### src/rtl/cnn_pkg.sv
// Shared constants and state encoding for the 8x8 single-channel CNN layer sequencer.
package cnn_pkg;

    localparam int IMG_W         = 8;
    localparam int IMG_H         = 8;
    localparam int K             = 3;
    localparam int NUM_FILT      = 2;
    localparam int OUT_W         = IMG_W - K + 1;
    localparam int OUT_H         = IMG_H - K + 1;
    localparam int TAPS_PER_FILT = K * K;
    localparam int N_PIX         = IMG_W * IMG_H;
    localparam int N_TAPS        = TAPS_PER_FILT * NUM_FILT;
    localparam int N_POS         = OUT_W * OUT_H;

    typedef enum logic [2:0] {
        IDLE,
        LOAD,
        COMPUTE,
        EMIT,
        DONE
    } state_t;

    function automatic logic [5:0] out_pos_of(input logic [2:0] ox, input logic [2:0] oy);
        return 6'(oy) * 6'(OUT_W) + 6'(ox);
    endfunction

endpackage

### src/rtl/cnn_tap_addr_gen.sv
// Maps (output column, output row, sweep tap) to image/weight read addresses and filter select.
module cnn_tap_addr_gen
    import cnn_pkg::*;
(
    input  logic [2:0] i_ox,
    input  logic [2:0] i_oy,
    input  logic [4:0] i_t,
    output logic [5:0] o_img_rd_addr,
    output logic [4:0] o_w_rd_addr,
    output logic       o_filt_sel
);

    logic       w_filt;
    logic [3:0] w_tap;
    logic [2:0] w_ky;
    logic [2:0] w_kx;
    logic [2:0] w_row;
    logic [2:0] w_col;

    // The sweep covers filter 0 taps first, then filter 1 taps at the same window.
    assign w_filt = (i_t >= 5'(TAPS_PER_FILT));
    assign w_tap  = w_filt ? 4'(i_t - 5'(TAPS_PER_FILT)) : 4'(i_t);
    assign w_ky   = 3'(w_tap / 4'(K));
    assign w_kx   = 3'(w_tap % 4'(K));
    assign w_row  = i_oy + w_ky;
    assign w_col  = i_ox + w_kx;

    assign o_img_rd_addr = 6'(w_row) * 6'(IMG_W) + 6'(w_col);
    assign o_w_rd_addr   = i_t;
    assign o_filt_sel    = w_filt;

endmodule

### src/rtl/cnn_layer_sequencer.sv
// Frame controller for the shared conv MAC: loads pixels, sweeps taps per output
// position for both filters, and presents each result under valid/ready.
//
// state   | meaning
// IDLE    | waiting for start, all strobes low
// LOAD    | writing incoming pixels 0..63 into the image buffer
// COMPUTE | one kernel tap per cycle, t = 0..17 across both filters
// EMIT    | result valid, held until downstream accepts
// DONE    | one-cycle frame-complete pulse
module cnn_layer_sequencer
    import cnn_pkg::*;
(
    input  logic       clk,
    input  logic       rst_n,
    input  logic       i_start,
    input  logic       i_abort,
    input  logic       i_pix_valid,
    output logic       o_pix_wr_en,
    output logic [5:0] o_pix_wr_addr,
    output logic [5:0] o_img_rd_addr,
    output logic [4:0] o_w_rd_addr,
    output logic       o_filt_sel,
    output logic       o_acc_clr,
    output logic       o_mac_en,
    output logic       o_out_valid,
    input  logic       i_out_ready,
    output logic [5:0] o_out_pos,
    output logic       o_busy,
    output logic       o_done
);

    state_t     r_state;
    logic [6:0] r_p;
    logic [4:0] r_t;
    logic [2:0] r_ox;
    logic [2:0] r_oy;

    state_t     w_nxt_state;
    logic [6:0] w_nxt_p;
    logic [4:0] w_nxt_t;
    logic [2:0] w_nxt_ox;
    logic [2:0] w_nxt_oy;
    logic       w_nxt_pix_wr_en;
    logic [5:0] w_nxt_pix_wr_addr;
    logic       w_last_pos;
    logic       w_last_pix;

    logic [5:0] w_img_rd_addr;
    logic [4:0] w_w_rd_addr;
    logic       w_filt_sel;

    assign w_last_pos = (r_ox == 3'(OUT_W - 1)) && (r_oy == 3'(OUT_H - 1));
    assign w_last_pix = o_pix_wr_en && (o_pix_wr_addr == 6'(N_PIX - 1));

    // Addresses are generated from the next-cycle counters so they land in registers.
    cnn_tap_addr_gen u_tap_addr_gen (
        .i_ox          (w_nxt_ox),
        .i_oy          (w_nxt_oy),
        .i_t           (w_nxt_t),
        .o_img_rd_addr (w_img_rd_addr),
        .o_w_rd_addr   (w_w_rd_addr),
        .o_filt_sel    (w_filt_sel)
    );

    always_comb begin
        w_nxt_state       = r_state;
        w_nxt_p           = r_p;
        w_nxt_t           = r_t;
        w_nxt_ox          = r_ox;
        w_nxt_oy          = r_oy;
        w_nxt_pix_wr_en   = 1'b0;
        w_nxt_pix_wr_addr = o_pix_wr_addr;

        case (r_state)
            IDLE: begin
                w_nxt_pix_wr_addr = '0;
                if (i_start) begin
                    w_nxt_state = LOAD;
                    w_nxt_p     = '0;
                end
            end

            LOAD: begin
                // Leave only once the final write has been presented to the buffer.
                if (w_last_pix) begin
                    w_nxt_state = COMPUTE;
                    w_nxt_t     = '0;
                    w_nxt_ox    = '0;
                    w_nxt_oy    = '0;
                end else if (i_pix_valid) begin
                    w_nxt_pix_wr_en   = 1'b1;
                    w_nxt_pix_wr_addr = r_p[5:0];
                    w_nxt_p           = r_p + 7'd1;
                end
            end

            COMPUTE: begin
                if (r_t == 5'(N_TAPS - 1)) begin
                    w_nxt_state = EMIT;
                end else begin
                    w_nxt_t = r_t + 5'd1;
                end
            end

            EMIT: begin
                if (o_out_valid && i_out_ready) begin
                    if (w_last_pos) begin
                        w_nxt_state = DONE;
                    end else begin
                        w_nxt_state = COMPUTE;
                        w_nxt_t     = '0;
                        if (r_ox == 3'(OUT_W - 1)) begin
                            w_nxt_ox = '0;
                            w_nxt_oy = r_oy + 3'd1;
                        end else begin
                            w_nxt_ox = r_ox + 3'd1;
                        end
                    end
                end
            end

            DONE: begin
                w_nxt_state = IDLE;
                w_nxt_p     = '0;
                w_nxt_t     = '0;
                w_nxt_ox    = '0;
                w_nxt_oy    = '0;
            end

            default: begin
                w_nxt_state = IDLE;
            end
        endcase

        if (i_abort) begin
            w_nxt_state       = IDLE;
            w_nxt_p           = '0;
            w_nxt_t           = '0;
            w_nxt_ox          = '0;
            w_nxt_oy          = '0;
            w_nxt_pix_wr_en   = 1'b0;
            w_nxt_pix_wr_addr = '0;
        end
    end

    always_ff @(posedge clk or negedge rst_n) begin
        if (!rst_n) begin
            r_state       <= IDLE;
            r_p           <= '0;
            r_t           <= '0;
            r_ox          <= '0;
            r_oy          <= '0;
            o_pix_wr_en   <= 1'b0;
            o_pix_wr_addr <= '0;
            o_img_rd_addr <= '0;
            o_w_rd_addr   <= '0;
            o_filt_sel    <= 1'b0;
            o_acc_clr     <= 1'b0;
            o_mac_en      <= 1'b0;
            o_out_valid   <= 1'b0;
            o_out_pos     <= '0;
            o_busy        <= 1'b0;
            o_done        <= 1'b0;
        end else begin
            r_state       <= w_nxt_state;
            r_p           <= w_nxt_p;
            r_t           <= w_nxt_t;
            r_ox          <= w_nxt_ox;
            r_oy          <= w_nxt_oy;
            o_pix_wr_en   <= w_nxt_pix_wr_en;
            o_pix_wr_addr <= w_nxt_pix_wr_addr;
            o_img_rd_addr <= (w_nxt_state == COMPUTE) ? w_img_rd_addr : '0;
            o_w_rd_addr   <= (w_nxt_state == COMPUTE) ? w_w_rd_addr : '0;
            o_filt_sel    <= (w_nxt_state == COMPUTE) && w_filt_sel;
            o_acc_clr     <= (w_nxt_state == COMPUTE) && (w_nxt_t == '0);
            o_mac_en      <= (w_nxt_state == COMPUTE);
            o_out_valid   <= (w_nxt_state == EMIT);
            o_out_pos     <= ((w_nxt_state == COMPUTE) || (w_nxt_state == EMIT))
                             ? out_pos_of(w_nxt_ox, w_nxt_oy) : '0;
            o_busy        <= (w_nxt_state != IDLE);
            o_done        <= (w_nxt_state == DONE);
        end
    end

endmodule

### config.mk
export PLATFORM = sky130hd
export DESIGN_NAME = cnn_layer_sequencer
export DESIGN_NICKNAME = d
export VERILOG_FILES = /design/src/rtl/cnn_pkg.sv /design/src/rtl/cnn_tap_addr_gen.sv /design/src/rtl/cnn_layer_sequencer.sv
export SDC_FILE = /design/constraint.sdc
export NUM_CORES = 1
export LEC_CHECK = 0
export BUFFER_PORTS_ARGS = -buffer_cell sky130_fd_sc_hd__buf_2
export CORE_ASPECT_RATIO = 2
export CORE_UTILIZATION = 35
export DETAILED_ROUTE_END_ITERATION = 12
export PLACE_DENSITY = 0.52
export SKIP_CTS_REPAIR_TIMING = 1
export SYNTH_ARGS = -nofsm -noshare
export SYNTH_HDL_FRONTEND = slang
export SYNTH_SLANG_ARGS = --single-unit
### constraint.sdc
create_clock -name clk -period 6.45 [get_ports clk]
set_input_delay 0.645 -clock clk [delete_from_list [all_inputs] [get_ports clk]]
set_output_delay 0.645 -clock clk [all_outputs]
set_load 0.03 [all_outputs]
# Word-level counts from Yosys, hierarchy flattened

Cells that the tools add are included.

Output and inout port bits: 30
Input bits: 6
Register bits: 51
Logic and storage cells: 98

Multiplexer cells: 42
Divide/modulo/power cells: 2
$mul: 1
$lt $le $gt $ge: 1
Reduce and logical (&&, ||, !) cells: 13
Add/subtract/negate cells: 9
Eq/ne operators: 14

Operators with widths:

| operator                                             | count |
|---|---|
| two-way mux 3 bit                                    | 16 |
| two-way mux 5 bit                                    | 6 |
| two-way mux 6 bit                                    | 5 |
| two-way mux 7 bit                                    | 4 |
| one-hot mux 7 bit (3 select lines)                   | 1 |
| one-hot mux 5 bit (4 select lines)                   | 1 |
| one-hot mux 3 bit (3 select lines)                   | 2 |
| adder 6 x 3 -> 6 bit                                 | 2 |
| equality test 3 x 2 -> 1 bit (second input constant) | 4 |
| equality test 3 bit (second input constant)          | 4 |
| one-hot mux 3 bit (4 select lines)                   | 1 |
| one-hot mux 6 bit (2 select lines)                   | 1 |
| inequality test 3 bit (second input constant)        | 3 |
| adder 7 x 1 -> 7 bit (second input constant)         | 1 |
| adder 3 x 1 -> 3 bit (second input constant)         | 2 |
| adder 3 bit                                          | 2 |
| equality test 6 bit (second input constant)          | 1 |
| nonzero test 3 bit                                   | 2 |
| adder 5 x 1 -> 5 bit (second input constant)         | 1 |
| equality test 5 bit (second input constant)          | 1 |
| >= comparator 5 x 4 -> 1 bit (second input constant) | 1 |
| logical AND 1 bit                                    | 5 |
| zero test 5 bit                                      | 1 |
| multiplier 3 x 2 -> 5 bit (second input constant)    | 1 |
| 11 further kinds                                     | 14 |

# Depth between registers and ports, before layout

Depth after elaboration: 12
Depth in mapped cells: 26

# Cells and area by module

Synthesis repeated with hierarchy kept, for this count alone.

Cells, all modules: 329
Area, all modules: 3199.3 um^2

Modules (own cells, without submodules):

| module              | instances | sequential area each (um^2) | cells each | area each (um^2) |
|---|---|---|---|---|
| cnn_layer_sequencer | 1         | 1251.2                      | 242        | 2519.9 |
| cnn_tap_addr_gen    | 1         | 0.0                         | 87         | 679.4 |

# Worst setup path after synthesis

Ideal clock, no wire load.

Path type: reg2reg
From: reg r_t[0]
To: reg o_img_rd_addr[2]
Required time: 6.321 ns
Period minus slack after synthesis: 5.223 ns
Arrival: 5.093 ns
Stages on the path, launching flop included: 25
Setup slack: 1.227 ns
Setup time: 0.129 ns
Cells stage by stage: dfrtp_1 -> ha_1 -> and4bb_4 -> or3_1 -> a21oi_1 -> nand2_1 -> ha_1 -> or4b_1 -> a31oi_2 -> o22ai_4 -> ha_1 -> inv_1 -> ha_1 -> o21ai_0 -> ha_1 -> nor4b_1 -> a21oi_1 -> o32a_1 -> o21ai_1 -> ha_1 -> inv_1 -> fa_1 -> xnor2_1 -> nand3_1 -> nor3b_2

Word-level cells in the longest chain between the ends: 10
Elaborated cells on any way between the ends: 19
Those cells by class: add/sub (4); div (1); order compare (1); eq/ne (2); mux (11)

RTL lines:

| element                                                                 | RTL line                                              | RTL |
|---|---|---|
| start, declared                                                         | cnn_layer_sequencer.sv:34                             | `logic [4:0] r_t;` |
| start signal, assigned                                                  | cnn_layer_sequencer.sv:167                            | `r_t <= w_nxt_t;` |
| adder 5 x 1 -> 5 bit (tied with other cells)                            | cnn_layer_sequencer.sv:101                            | `w_nxt_t = r_t + 5'd1;` |
| two-way mux 5 bit (on tied branches)                                    | cnn_layer_sequencer.sv:98, cnn_layer_sequencer.sv:106 |  |
| one-hot mux 5 bit (4 select lines)                                      | cnn_layer_sequencer.sv:74                             | `case (r_state)` |
| two-way mux 5 bit                                                       | cnn_layer_sequencer.sv:135                            | `if (i_abort) begin` |
| subtractor 4 bit / >= comparator 5 x 4 -> 1 bit (equally long branches) | cnn_tap_addr_gen.sv:22, cnn_tap_addr_gen.sv:21        |  |
| two-way mux 4 bit                                                       | cnn_tap_addr_gen.sv:22                                | `assign w_tap = w_filt ? 4'(i_t - 5'(TAPS_PER_FILT)) : 4'(i_t);` |
| modulo 4 x 2 -> 4 bit                                                   | cnn_tap_addr_gen.sv:24                                | `assign w_kx = 3'(w_tap % 4'(K));` |
| adder 3 bit                                                             | cnn_tap_addr_gen.sv:26                                | `assign w_col = i_ox + w_kx;` |
| adder 6 x 3 -> 6 bit                                                    | cnn_tap_addr_gen.sv:28                                | `assign o_img_rd_addr = 6'(w_row) * 6'(IMG_W) + 6'(w_col);` |
| two-way mux 6 bit *                                                     | cnn_layer_sequencer.sv:172                            | `o_img_rd_addr <= (w_nxt_state == COMPUTE) ? w_img_rd_addr : '0;` |
| end signal, assigned                                                    | cnn_layer_sequencer.sv:172                            |  |
| end, declared                                                           | cnn_layer_sequencer.sv:20                             | `output logic [5:0] o_img_rd_addr,` |

Every way passes the cells marked *; elsewhere a longest branch is shown, timed or not.
A chain may end at the register's enable or synchronous reset.

# Final worst setup path

From: reg r_state[0]
To: reg o_img_rd_addr[2]

Word-level cells in the longest chain between the ends: 9
Elaborated cells on any way between the ends: 23
Those cells by class: add/sub (3); div (1); order compare (1); eq/ne (5); mux (12); reduce/logical (1)

RTL lines:

| element                                                                 | RTL line                                       | RTL |
|---|---|---|
| start, declared                                                         | cnn_layer_sequencer.sv:32                      | `state_t r_state;` |
| start signal, assigned                                                  | cnn_layer_sequencer.sv:165                     | `r_state <= w_nxt_state;` |
| equality test 3 bit (tied with other cells)                             | cnn_layer_sequencer.sv:74                      |  |
| one-hot mux 5 bit (4 select lines)                                      | cnn_layer_sequencer.sv:74                      |  |
| two-way mux 5 bit                                                       | cnn_layer_sequencer.sv:135                     |  |
| subtractor 4 bit / >= comparator 5 x 4 -> 1 bit (equally long branches) | cnn_tap_addr_gen.sv:22, cnn_tap_addr_gen.sv:21 |  |
| two-way mux 4 bit                                                       | cnn_tap_addr_gen.sv:22                         |  |
| modulo 4 x 2 -> 4 bit                                                   | cnn_tap_addr_gen.sv:24                         |  |
| adder 3 bit                                                             | cnn_tap_addr_gen.sv:26                         |  |
| adder 6 x 3 -> 6 bit                                                    | cnn_tap_addr_gen.sv:28                         |  |
| two-way mux 6 bit *                                                     | cnn_layer_sequencer.sv:172                     |  |

Marks and branches as above.

==> results.cfg <==
[sta]
finalCritPeriodShare = 0.923
setup_viol = 0
slew_viol_final = 0
slew_headroom = 0.316
hold_violations = 0
fin_crit_ns = 5.95
fin_skew_ns = 0.00802
setup_tns_ns = 0
max_clock_freq_mhz = 168
max_slew.worst_pin.slew_ns = 1.02
rsz0062_at_grt = no

[layout]
mostFrequentLayoutCell = dfrtp_1
fin_util = 0.407
drive_above_1_share = 0.199
regArea_um2 = 1250
antennaDiodeCount = 0
mostFrequentLayoutCells = 50 x dfrtp_1, 35 x nor2_1, 35 x buf_2
stdcell_count = 474
area_growth_pct = 13.4
nets = 399
fillers = 927
multi_input_area_um2 = 1830

[place]
hpwl_um = 6490
placed_cells = 466
gp_congestion = 0.862
io_buffers = 35

[pwr]
p_leak_nw = 1.80
p_total_w = 0.000623
ir_drop_v = 0.0000908
powerDensity_nw_per_um2 = 171

[synthesis]
synth_flop_cell = dfrtp_1
ys_types = 76
synth_seq_cells = 50
async_reset_ff_frac = 1.00
yosysWarnings = 0
yosys.area_share.adder = 0.0949
syn_avg_cell_area_um2 = 9.63
synth-simple-area-share = 0.231
ys_seq_area_frac = 0.389
synth_nets = 362
synth_xor_area_frac = 0.0354
synth_top_family_by_area = simple AND/OR/NAND/NOR gates
synth_edf_count = 0
muxShareOfSynthArea = 0.00661
syn_inst = 334
synth_compound_area_frac = 0.200
synth_area_um2 = 3220

[routing]
viasPerCell = 5.62
finalWirelength_um = 8390
num_vias = 2663
drt_iter0_markers = 160
wire_per_inst_um = 17.7
drt.antenna.violating_nets = 0
firstDrtPassIters = 4
drc = 0

[global_routing]
grt_pass1_wl_um = 13800
gr-total-overflow = 0
grt_max_degree = 51
antenna_found_initial = 0
gr-usage-all-layers = 0.185
grt_pass1_vias = 2715

[floorplan]
ios = 36
rows = 49
die_height_um = 138
dieArea_um2 = 9600
die_x_um = 69.8
core_area_um2 = 8950
start_util = 0.359

[clocking]
cts_tree = done
clockBufferDepth = 2
cts-root-buf = clkbuf_16
numCtsBuffers = 5
h-tree-depth = 2
clk_latency_ns = 0.29
clkSinkCount = 50
clk_transition_reported_paths_ns = 0.07

[status]
outcome = finished clean

[critical_path]
required_ns = 6.62
cp_max_fo = 13
worst-setup-path-type = reg2reg
cp-end-kind = register
worstSetupStartpointType = register
cp.arrival_ns = 6.12

[flow_run]
maxCapViolations = 0

[worst_hold_path]
hp-class = in2async
metrics by stage:
step / setup slack, ns / cell area (µm²) / hold slack, ns
after floorplan: 1.23 / 3220 / 0.349
after global placement: 0.622 / 3500 / 0.507
after detailed placement: 0.414 / 3500 / 0.511
after CTS: 0.388 / 3640 / 0.492
after global routing: 0.00852 / 3650 / 0.524
final: 0.497 / 3650 / 0.459
critical path: stages (launching register included):
cell and delay [ns]:
dfrtp_1 0.39, buf_4 0.19, or3b_1 0.48, or3_1 0.39
a21oi_1 0.25, nand2_1 0.23, ha_1 0.30, or4b_1 0.56
a31oi_2 0.28, o22ai_4 0.16, ha_1 0.22, inv_1 0.05
ha_1 0.24, o21ai_0 0.17, ha_1 0.25, nor4b_1 0.31
a21oi_1 0.08, o32a_1 0.18, o21ai_1 0.08, ha_1 0.15
inv_1 0.05, fa_1 0.37, xnor2_1 0.21, nand3_1 0.08
nor3b_2 0.15
Yosys cell counts, types with 3 or more instances:
| cell | count | area share |
|---|---|---|
| nand2_1 | 23 | 0.027 |
| o21ai_0 | 13 | 0.020 |
| ha_1 | 18 | 0.070 |
| a211o_1 | 4 | 0.011 |
| nand4_1 | 5 | 0.0097 |
| and2_1 | 5 | 0.0097 |
| or3_1 | 3 | 0.0058 |
| xnor2_1 | 9 | 0.025 |
| o31ai_1 | 3 | 0.0070 |
| clkbuf_1 | 3 | 0.0035 |
| nor3_1 | 6 | 0.0093 |
| o211ai_1 | 5 | 0.012 |
| nor2_1 | 35 | 0.041 |
| and3_1 | 4 | 0.0078 |
| a21oi_1 | 14 | 0.022 |
| a22o_1 | 7 | 0.019 |
| xor2_1 | 4 | 0.011 |
| buf_2 | 3 | 0.0047 |
| inv_1 | 21 | 0.025 |
| dfrtp_1 | 50 | 0.39 |
| nor4_1 | 3 | 0.0058 |
| nor2b_1 | 3 | 0.0058 |
| fa_1 | 4 | 0.025 |
| nand3_1 | 20 | 0.031 |
| a31oi_1 | 3 | 0.0058 |
state kept, by name, summed over array words and instances (netlist names):
signal,cells
r_p,6
o_pix_wr_addr,6
o_done,1
r_ox,3
o_busy,1
o_mac_en,1
o_pix_wr_en,1
o_w_rd_addr,5
o_acc_clr,1
o_out_pos,6
o_out_valid,1
r_t,5
o_img_rd_addr,6
r_oy,3
r_state,3
o_filt_sel,1
power breakdown:
group	internal (W)	total, W	switching, W
logic	0.0000100	0.0000360	0.0000259
clock network	0.000154	0.000271	0.000117
registers	0.000315	0.000316	0.00000113
final cells by class:
class / instances / share of cell area
clock buffer: 7 / 0.0391
tap: 102 / 0.0350
timing repair buffer: 38 / 0.0542
multi-input combinational: 252 / 0.502
inverter: 24 / 0.0254
clock inverter: 1 / 0.00137
sequential: 50 / 0.343
routing by layer:
layer  vias to the layer above  wire (µm)  track usage
met4                         0        448        0.122
li1                       1284          -            -
met5                         -          0            0
met2                        65       4600        0.347
met1                      1291       3160        0.194
met3                        23        170       0.0161
cell families after synthesis:
family / count (synthesis)
simple gates: 133
xor+xnor: 13
fa+ha+maj: 22
compound gates: 82
buf+inv: 32
flops: 50
mux: 2
final timing paths:
| path | to | startpoint | slack [ns] | depth (start not counted) |
|---|---|---|---|---|
| worst min register to register | o_pix_wr_addr[3] | o_pix_wr_addr[3] | 0.53 | 1 |
| max in group asynchronous | r_t[0] | rst_n | 5.53 | 2 |
| worst min-delay path | o_out_pos[1] | rst_n | 0.46 | 2 |
| min in group clk | o_pix_wr_addr[3] | o_pix_wr_addr[3] | 0.53 | 1 |
| worst max-delay path | o_img_rd_addr[2] | r_state[0] | 0.50 | 24 |
| worst max register to register | o_img_rd_addr[2] | r_state[0] | 0.50 | 24 |
No activity file was read; power rests on OpenSTA's default activity.
